==> src/rtl/ram_bist.sv <==
// ram_bist: March-style built-in self-test controller for a single-port RAM
// with synchronous write and registered (1-cycle) read.
// Sequence: W0 (write P) -> R0/W1 (read P, write ~P) -> R1 (read ~P) -> DRAIN.
// P(a) = BG ^ a, truncated or zero-extended to DATA_WIDTH.
// Optional feature macro: RAM_BIST_STOP_ON_FAIL_EN -- when defined, the test
// ends at the compare edge that detects the first mismatch.
module ram_bist #(
    parameter int unsigned           ADDR_WIDTH = 10,
    parameter int unsigned           DATA_WIDTH = 8,
    parameter logic [DATA_WIDTH-1:0] BG         = 8'h55
) (
    input  logic                  clk,
    input  logic                  rst_n,
    input  logic                  start,
    output logic                  busy,
    output logic                  done,
    output logic                  pass,
    output logic [ADDR_WIDTH-1:0] fail_addr,
    output logic [DATA_WIDTH-1:0] fail_data,
    output logic                  ram_we,
    output logic [ADDR_WIDTH-1:0] ram_addr,
    output logic [DATA_WIDTH-1:0] ram_wdata,
    input  logic [DATA_WIDTH-1:0] ram_rdata
);

    typedef enum logic [2:0] {
        S_IDLE,
        S_W0,
        S_R0,
        S_W1,
        S_R1,
        S_DRAIN,
        S_DONE
    } state_t;

    state_t                r_state;
    logic                  r_busy;
    logic                  r_done;
    logic                  r_pass;
    logic [ADDR_WIDTH-1:0] r_fail_addr;
    logic [DATA_WIDTH-1:0] r_fail_data;
    logic                  r_we;
    logic [ADDR_WIDTH-1:0] r_addr;
    logic [DATA_WIDTH-1:0] r_wdata;

    // Compare pipeline: a read issued in cycle N is checked at the end of N+1
    logic                  r_cmp_vld;
    logic [ADDR_WIDTH-1:0] r_cmp_addr;
    logic [DATA_WIDTH-1:0] r_cmp_exp;

    logic                  w_addr_last;
    logic [ADDR_WIDTH-1:0] w_addr_next;
    logic                  w_first_fail;

    function automatic logic [DATA_WIDTH-1:0] pat(input logic [ADDR_WIDTH-1:0] a);
        return BG ^ DATA_WIDTH'(a);
    endfunction

    // Phase changes are decided on the last address, never on the wrap
    assign w_addr_last  = (r_addr == '1);
    assign w_addr_next  = r_addr + ADDR_WIDTH'(1);
    // r_pass stays 1 during a run until the first mismatch is captured
    assign w_first_fail = r_cmp_vld && (ram_rdata != r_cmp_exp) && r_pass;

    assign busy      = r_busy;
    assign done      = r_done;
    assign pass      = r_pass;
    assign fail_addr = r_fail_addr;
    assign fail_data = r_fail_data;
    assign ram_we    = r_we;
    assign ram_addr  = r_addr;
    assign ram_wdata = r_wdata;

    // Test sequencer, RAM drive, and first-mismatch capture
    always_ff @(posedge clk or negedge rst_n) begin
        if (!rst_n) begin
            r_state     <= S_IDLE;
            r_busy      <= 1'b0;
            r_done      <= 1'b0;
            r_pass      <= 1'b0;
            r_fail_addr <= '0;
            r_fail_data <= '0;
            r_we        <= 1'b0;
            r_addr      <= '0;
            r_wdata     <= '0;
            r_cmp_vld   <= 1'b0;
            r_cmp_addr  <= '0;
            r_cmp_exp   <= '0;
        end else begin
            r_cmp_vld <= 1'b0;

            if (w_first_fail) begin
                r_pass      <= 1'b0;
                r_fail_addr <= r_cmp_addr;
                r_fail_data <= ram_rdata;
            end

            case (r_state)
                S_IDLE, S_DONE: begin
                    if (start) begin
                        r_state     <= S_W0;
                        r_busy      <= 1'b1;
                        r_done      <= 1'b0;
                        r_pass      <= 1'b1;
                        r_fail_addr <= '0;
                        r_fail_data <= '0;
                        r_we        <= 1'b1;
                        r_addr      <= '0;
                        r_wdata     <= pat('0);
                    end
                end
                S_W0: begin
                    if (w_addr_last) begin
                        r_state <= S_R0;
                        r_we    <= 1'b0;
                        r_addr  <= '0;
                    end else begin
                        r_addr  <= w_addr_next;
                        r_wdata <= pat(w_addr_next);
                    end
                end
                S_R0: begin
                    r_cmp_vld  <= 1'b1;
                    r_cmp_addr <= r_addr;
                    r_cmp_exp  <= pat(r_addr);
                    r_state    <= S_W1;
                    r_we       <= 1'b1;
                    r_wdata    <= ~pat(r_addr);
                end
                S_W1: begin
                    r_we <= 1'b0;
                    if (w_addr_last) begin
                        r_state <= S_R1;
                        r_addr  <= '0;
                    end else begin
                        r_state <= S_R0;
                        r_addr  <= w_addr_next;
                    end
                end
                S_R1: begin
                    r_cmp_vld  <= 1'b1;
                    r_cmp_addr <= r_addr;
                    r_cmp_exp  <= ~pat(r_addr);
                    if (w_addr_last) begin
                        r_state <= S_DRAIN;
                    end else begin
                        r_addr  <= w_addr_next;
                    end
                end
                S_DRAIN: begin
                    r_state <= S_DONE;
                    r_busy  <= 1'b0;
                    r_done  <= 1'b1;
                end
                default: begin
                    r_state <= S_IDLE;
                end
            endcase

`ifdef RAM_BIST_STOP_ON_FAIL_EN
            // Abort overrides whatever the sequencer chose at this edge
            if (w_first_fail) begin
                r_state   <= S_DONE;
                r_busy    <= 1'b0;
                r_done    <= 1'b1;
                r_we      <= 1'b0;
                r_cmp_vld <= 1'b0;
            end
`endif
        end
    end

endmodule

==> config.mk <==
export PLATFORM = sky130hd
export DESIGN_NAME = ram_bist
export DESIGN_NICKNAME = d
export VERILOG_FILES = /design/src/rtl/ram_bist.sv
export SDC_FILE = /design/constraint.sdc
export NUM_CORES = 1
export LEC_CHECK = 0
export ABC_AREA = 1
export CAP_MARGIN = 5
export CELL_PAD_IN_SITES_DETAIL_PLACEMENT = 1
export CELL_PAD_IN_SITES_GLOBAL_PLACEMENT = 1
export CORE_MARGIN = 10
export CORE_UTILIZATION = 42
export CTS_CLUSTER_DIAMETER = 80
export DETAILED_ROUTE_END_ITERATION = 10
export GPL_TIMING_DRIVEN = 0
export PLACE_DENSITY_LB_ADDON = 0.1
export SYNTH_ARGS = -nofsm -noshare
export SYNTH_HDL_FRONTEND = slang
export SYNTH_SLANG_ARGS = --single-unit
==> constraint.sdc <==
create_clock -name clk -period 4.26 [get_ports clk]
set_input_delay 1.065 -clock clk [delete_from_list [all_inputs] [get_ports clk]]
set_output_delay 1.065 -clock clk [all_outputs]
set_load 0.05 [all_outputs]
==> results.py, run 1 <==
metrics = {
    "outcome": {
        "status": "completed",
    },
    "grt": {
        "antenna_found_initial": 0,
        "grt_pass1_wl_microns": 14800,
        "grt_overflow": 0,
        "grt_max_degree": 42,
        "grt_use_total": 0.160,
        "first_global_vias": 3037,
    },
    "pwr": {
        "p_comb_frac": 0.028,
        "p_leak_nw": 2.24,
        "ir_worst_vdd_mv": 0.159,
        "powerDensity_mw_per_mm2": 277,
        "p_int_mw": 0.870,
        "switching_share": 0.223,
        "p_clk_frac": 0.447,
        "p_switching_mw": 0.250,
        "p_seq_frac": 0.526,
    },
    "placement": {
        "dp_hpwl_microns": 6620,
        "io_buffers": 50,
        "place.gp.congestion": 0.878,
        "placed_cells": 573,
        "place_ws_ns": 1.38,
    },
    "synthesis": {
        "syn_avg_cell_area_sq_um": 7.60,
        "synth_flop_cell": "dfrtp_1",
        "seq_area_frac_synth": 0.482,
        "synth_largest_area_cell": "dfrtp_1",
        "yosysUniqueCellTypes": 29,
        "yosys-top-cells-count": "nand2_1 (114), inv_1 (73), dfrtp_1 (62), nor2_1 (51), nand4_1 (20)",
        "ys.warnings.count": 0,
        "synthesis.nets": 436,
        "yosysTopAreaCellShare": 0.482,
        "async_flop_share": 1.00,
        "synth.top_cells.by_area": "dfrtp_1 (48%), nand2_1 (13%), inv_1 (8.5%)",
        "ys_ff_latch": 62,
        "syn_inst": 423,
        "synth_edf_count": 0,
        "synthesis.area_sq_mm": 0.00322,
        "synth_most_common_cell": "nand2_1",
    },
    "sta": {
        "totalNegativeSetupSlack_ns": 0,
        "fmax_ghz": 0.350,
        "slew_viol_final": 0,
        "worst_slack_ns": 1.40,
        "max_slew_margin": 0.642,
        "worstMarginPinSlew_ns": 0.535,
        "fin_skew_ns": 0.00579,
        "rsz0062_at_grt": "no",
        "hold_violations": 0,
        "period_needed_ns": 2.86,
        "setup_viol": 0,
        "period_share": 0.671,
    },
    "clock_tree": {
        "post_cts_resized": 0,
        "cts_htree_levels": 3,
        "tritoncts": "done",
        "postCtsHoldBufs": 0,
        "clockBufferDepth": 2,
        "cts_inserted_buffers": 9,
        "postCtsSetupBuffers": 0,
        "clk_latency_ns": 0.35,
        "cts.clk_slew.worst_paths_ns": 0.07,
        "cts.sinks": 62,
        "root_buffer": "clkbuf_8",
    },
    "die": {
        "fp-row-count": 31,
        "fp.dieH_microns": 108,
        "io_pins": 51,
        "die_w_microns": 108,
        "coreArea_sq_mm": 0.00733,
        "initial_core_util": 0.439,
        "die-area_sq_mm": 0.0116,
    },
    "setup_path": {
        "max_stage_delay_ns": 0.88,
        "path_cells": "clkdlybuf4s50_1",
        "path_class": "reg2out",
        "crit_fanout": 8,
        "crit_slowest_cell": "clkdlybuf4s50_1",
        "critPathCaptureType": "primary output",
        "r2r-end": "ram_addr[7]$_DFFE_PN0P_",
        "critical_path.top_delay_family": "buffers and inverters",
        "setup.worst_path.end": "ram_addr[6]",
        "path_depth": 1,
        "arrival_ns": 1.79,
        "reg2reg_from": "ram_addr[0]$_DFFE_PN0P_",
        "reg2reg_depth": 10,
        "critical_path_required_ns": 3.19,
        "rrSetupSlack_ns": 2.28,
        "startpoint": "ram_addr[6]$_DFFE_PN0P_",
        "worst-path-buf-inv": 1,
        "worst_setup_path_start_kind": "flip-flop",
    },
    "detailed_routing": {
        "routed_via_density": 4.83,
        "dr.pass1.iters": 4,
        "final_antenna_net_count": 0,
        "drtIter0Drc": 117,
        "vias": 2846,
        "drc": 0,
        "wire_per_inst_microns": 14.7,
        "routed_wirelength_microns": 8650,
    },
    "final_layout": {
        "multi_input_comb_area_sq_mm": 0.00129,
        "seqCellArea_sq_mm": 0.00155,
        "postLayoutCoreUtil": 0.551,
        "area_growth_pct": 25.6,
        "fillerInstances": 919,
        "stdcell_count": 589,
        "nNetsFinal": 498,
        "drive_gt1_frac": 0.0980,
        "diodes": 0,
    },
    "run": {
        "drv_cap": 0,
    },
    "hold_path": {
        "holdPathStages": 2,
        "hp-start": "ram_wdata[1]$_DFFE_PN0P_",
        "min_path_type": "reg2reg",
    },
}
[flip-flops by register name, summed over array words and instances, names as in the netlist, 3 cells and up]
signal      flops
fail_addr      10
fail_data       8
r_cmp_addr     10
r_cmp_exp       8
r_state         3
ram_addr       10
ram_wdata       8
[final cells by class]
cell class                 instances  area share
buffer                            13      0.0161
clock buffer                      12      0.0335
clock inverter                     4      0.0118
inverter                          81      0.0753
multi-input combinational        267       0.321
sequential                        62       0.384
tap                               99      0.0307
timing repair buffer              51       0.128
[logic make-up after synthesis]
| group | after synthesis | share of synthesized area |
|---|---|---|
| compound gates | 41 | 0.0677 |
| flops | 62 | 0.482 |
| simple gates | 211 | 0.291 |
| fa+ha+maj | 2 | 0.00778 |
| buf+inv | 94 | 0.115 |
| mux | 1 | 0.00350 |
| xor+xnor | 12 | 0.0327 |
[power by group through the flow]
stage / Sequential (mW) / Combinational (mW) / Clock (mW)
final: 0.589 / 0.0311 / 0.500
after global routing: 0.588 / 0.0351 / 0.540
after CTS: 0.588 / 0.0326 / 0.516
after detailed placement: 0.600 / 0.0325 / 0
after global placement: 0.600 / 0.0296 / 0
after floorplan: 0.600 / 0.00590 / 0
[how the worst min path moves through the flow]
stage | end | slack, ns
global route | ram_we$_DFFE_PN0P_ | 0.54
CTS | ram_we$_DFFE_PN0P_ | 0.49
detailed placement | ram_we$_DFFE_PN0P_ | 0.47
floorplan | r_cmp_exp[0]$_DFFE_PN0P_ | 0.48
global placement | ram_we$_DFFE_PN0P_ | 0.46
finish | ram_wdata[1]$_DFFE_PN0P_ | 0.48
[layer usage]
metal	global-route usage	wire (microns)	share of wire
met1	0.180	3640	0.42
met3	0.0431	411	0.048
met5	0	0	0
met4	0.0639	176	0.020
met2	0.278	4420	0.51
[tightest hold or removal path, delay by kind of cell, from the launching register on]
| family | cells | cell delay, ns |
|---|---|---|
| DFF | 1 | 0.34 |
| and+or+nand+nor | 2 | 0.11 |
[metrics by stage]
stage	hold slack, ns	cell area, sq um	power [mW]
floorplan	0.480	3220	0.606
detailed placement	0.473	3850	0.632
global placement	0.462	3840	0.629
finish	0.485	4040	1.12
CTS	0.492	4040	1.14
global route	0.540	4040	1.16
[cells in the final DEF (no fill, tap or decap), drive strengths merged]
cell type / count
nand2: 119
inv: 81
dfrtp: 62
nor2: 56
clkdlybuf4s50: 49
o21ai: 30
nand4: 20
clkbuf: 15
nand3: 13
buf: 12
xnor2: 7
o22ai: 6
xor2: 5
a21oi: 3
ha: 2
clkinv: 2
nor3: 2
nand3b: 1
o21a: 1
a211oi: 1
mux2: 1
clkinvlp: 1
bufinv: 1
No activity file was read; power rests on OpenSTA's default activity.
==> run 2, diff against run 1 <==
--- a/config.mk
+++ b/config.mk
@@ -10,7 +10,7 @@
 export CELL_PAD_IN_SITES_DETAIL_PLACEMENT = 1
 export CELL_PAD_IN_SITES_GLOBAL_PLACEMENT = 1
 export CORE_MARGIN = 10
-export CORE_UTILIZATION = 42
+export CORE_UTILIZATION = 35
 export CTS_CLUSTER_DIAMETER = 80
 export DETAILED_ROUTE_END_ITERATION = 10
 export GPL_TIMING_DRIVEN = 0
==> constraint.sdc (replaced) <==
create_clock -name clk -period 2.6 [get_ports clk]
set_input_delay 0.65 -clock clk [delete_from_list [all_inputs] [get_ports clk]]
set_output_delay 0.65 -clock clk [all_outputs]
set_load 0.05 [all_outputs]
==> run 2 against run 1 <==
Effect of this change: non-clock buffer count shrank 1; global-route usage decreased by 2.1 points; wire length decreased by 0.36%; cell count increased by 1.4%; worst hold slack worse by 0.097 ns; clock-buffer cell count stayed put; flip-flop and latch count unchanged; first-iteration DRC count down 29%; core utilization decreased by 9.2 points; critical path depth did not move; cell area grew 0.65%; sequential power rose by 64%; critical endpoint is now ram_addr[2].
==> results.py, run 2 (same netlist as run 1, synthesis figures left out) <==
metrics = {
    "outcome": {
        "status": "completed",
    },
    "clock_tree": {
        "postCtsSetupBuffers": 0,
        "clk_latency_ns": 0.35,
        "cts.sinks": 62,
        "tritoncts": "done",
        "postCtsHoldBufs": 0,
        "clockBufferDepth": 2,
        "post_cts_resized": 0,
        "cts_htree_levels": 3,
        "root_buffer": "clkbuf_8",
        "cts.clk_slew.worst_paths_ns": 0.08,
        "cts_inserted_buffers": 9,
    },
    "final_layout": {
        "final_common_cell": "nand2_1",
        "area_growth_pct": 26.4,
        "layout_common_cells": "nand2_1 (114), inv_1 (73), dfrtp_1 (62), nor2_1 (51), clkdlybuf4s50_1 (49)",
        "drive_gt1_frac": 0.0982,
        "fillerInstances": 1117,
        "diodes": 0,
        "nNetsFinal": 497,
        "fin_area_sq_mm": 0.00406,
    },
    "placement": {
        "dp_hpwl_microns": 6550,
        "io_buffers": 50,
        "place_area_sq_mm": 0.00385,
        "place.gp.congestion": 0.844,
    },
    "detailed_routing": {
        "routed_via_density": 4.66,
        "dr.pass1.iters": 4,
        "drc": 0,
        "wire_per_inst_microns": 14.4,
        "final_antenna_net_count": 0,
        "routed_wirelength_microns": 8620,
        "vias": 2784,
        "drtIter0Drc": 83,
    },
    "sta": {
        "rsz0062_at_grt": "no",
        "totalNegativeSetupSlack_ns": 0,
        "period_share": 0.933,
        "fmax_ghz": 0.412,
        "max_slew_margin": 0.477,
        "worstMarginPinSlew_ns": 0.785,
        "setup_viol": 0,
        "slew_viol_final": 0,
        "period_needed_ns": 2.43,
        "hold_violations": 0,
        "fin_skew_ns": 0.0115,
    },
    "pwr": {
        "switching_share": 0.217,
        "p_total_mw": 1.97,
        "p_clk_frac": 0.488,
        "p_switching_mw": 0.429,
        "p_comb_frac": 0.024,
        "p_leak_nw": 2.25,
        "ir_worst_vdd_mv": 0.247,
        "p_int_mw": 1.55,
        "p_seq_frac": 0.488,
        "powerDensity_mw_per_mm2": 486,
    },
    "hold_path": {
        "min_path_type": "in2async",
    },
    "setup_path": {
        "critical_path_required_ns": 1.95,
        "startpoint": "ram_addr[2]$_DFFE_PN0P_",
        "rrSetupSlack_ns": 0.68,
        "crit_fanout": 7,
        "critPathCaptureType": "primary output",
        "reg2reg_depth": 10,
        "worst_setup_path_start_kind": "flip-flop",
        "path_cells": "clkdlybuf4s50_1",
        "r2r-end": "ram_addr[7]$_DFFE_PN0P_",
        "path_class": "reg2out",
        "critical_path.top_delay_family": "buffers and inverters",
        "max_stage_delay_ns": 0.89,
        "reg2reg_from": "ram_addr[0]$_DFFE_PN0P_",
        "worst-path-buf-inv": 1,
        "crit_slowest_cell": "clkdlybuf4s50_1",
        "arrival_ns": 1.78,
        "setup.worst_path.end": "ram_addr[2]",
        "path_depth": 1,
    },
    "die": {
        "fp.dieH_microns": 116,
        "io_pins": 51,
        "die-area_sq_mm": 0.0134,
        "fp-row-count": 34,
        "coreArea_sq_mm": 0.00885,
        "initial_core_util": 0.363,
        "die_w_microns": 116,
    },
    "grt": {
        "grt_use_total": 0.138,
        "grt_pass1_wl_microns": 14800,
        "grt_max_degree": 63,
        "antenna_found_initial": 0,
        "grt_overflow": 0,
        "first_global_vias": 2959,
    },
    "run": {
        "drv_cap": 0,
    },
}
run 2: changes by cell type in the layout (fill, tap and decap cells not counted), sizes merged:
cell	delta
clkinvlp	-1
buf	-1
bufinv	+1
run 2: worst min path at each step:
stage,from,end,cells past startpoint
global route,rst_n,fail_addr[1]$_DFF_PN0_,1
finish,rst_n,fail_addr[1]$_DFF_PN0_,1
global placement,ram_we$_DFFE_PN0P_,ram_we$_DFFE_PN0P_,2
detailed placement,ram_wdata[7]$_DFFE_PN0P_,ram_wdata[7]$_DFFE_PN0P_,2
CTS,rst_n,fail_addr[1]$_DFF_PN0_,1
floorplan,rst_n,busy$_DFFE_PN0P_,0
run 2: metrics by stage:
step                 util  std cells  setup slack, ns  hold WS [ns]
detailed placement  0.435        581           0.0820         0.475
floorplan               -        423            0.649         0.354
global route        0.459        597            0.100         0.460
global placement    0.435        581            -1.23         0.462
finish              0.459        597            0.175         0.388
CTS                 0.459        597            0.145         0.415
run 2: layout make-up:
class                      count  area, sq um  area share
buffer                        13         65.1      0.0160
sequential                    62         1550       0.382
clock buffer                  12          145      0.0357
timing repair buffer          50          498       0.123
inverter                      81          304      0.0748
tap                          108          135      0.0333
multi-input combinational    267         1290       0.319
clock inverter                 4         70.1      0.0172
run 2: routing by layer:
layer / part of all wire / global-route usage / vias up
li1: - / - / 1418
met1: 0.44 / 0.161 / 1304
met2: 0.49 / 0.235 / 49
met3: 0.057 / 0.0372 / 13
met4: 0.015 / 0.0575 / 0
met5: 0 / 0 / -
run 2: power groups by stage:
stage               logic, mW  registers, mW  clock network, mW
floorplan             0.00966          0.983                  0
global placement       0.0498          0.983                  0
detailed placement     0.0506          0.983                  0
CTS                    0.0504          0.963              0.997
global route           0.0552          0.963               1.03
finish                 0.0478          0.964              0.963
==> run 3, diff against run 2 <==
--- a/config.mk
+++ b/config.mk
@@ -15,6 +15,7 @@
 export DETAILED_ROUTE_END_ITERATION = 10
 export GPL_TIMING_DRIVEN = 0
 export PLACE_DENSITY_LB_ADDON = 0.1
+export SKIP_LAST_GASP = 1
 export SYNTH_ARGS = -nofsm -noshare
 export SYNTH_HDL_FRONTEND = slang
 export SYNTH_SLANG_ARGS = --single-unit
==> results of run 3 <==
The final DEF is identical to that of run 2; final timing and power are the same.
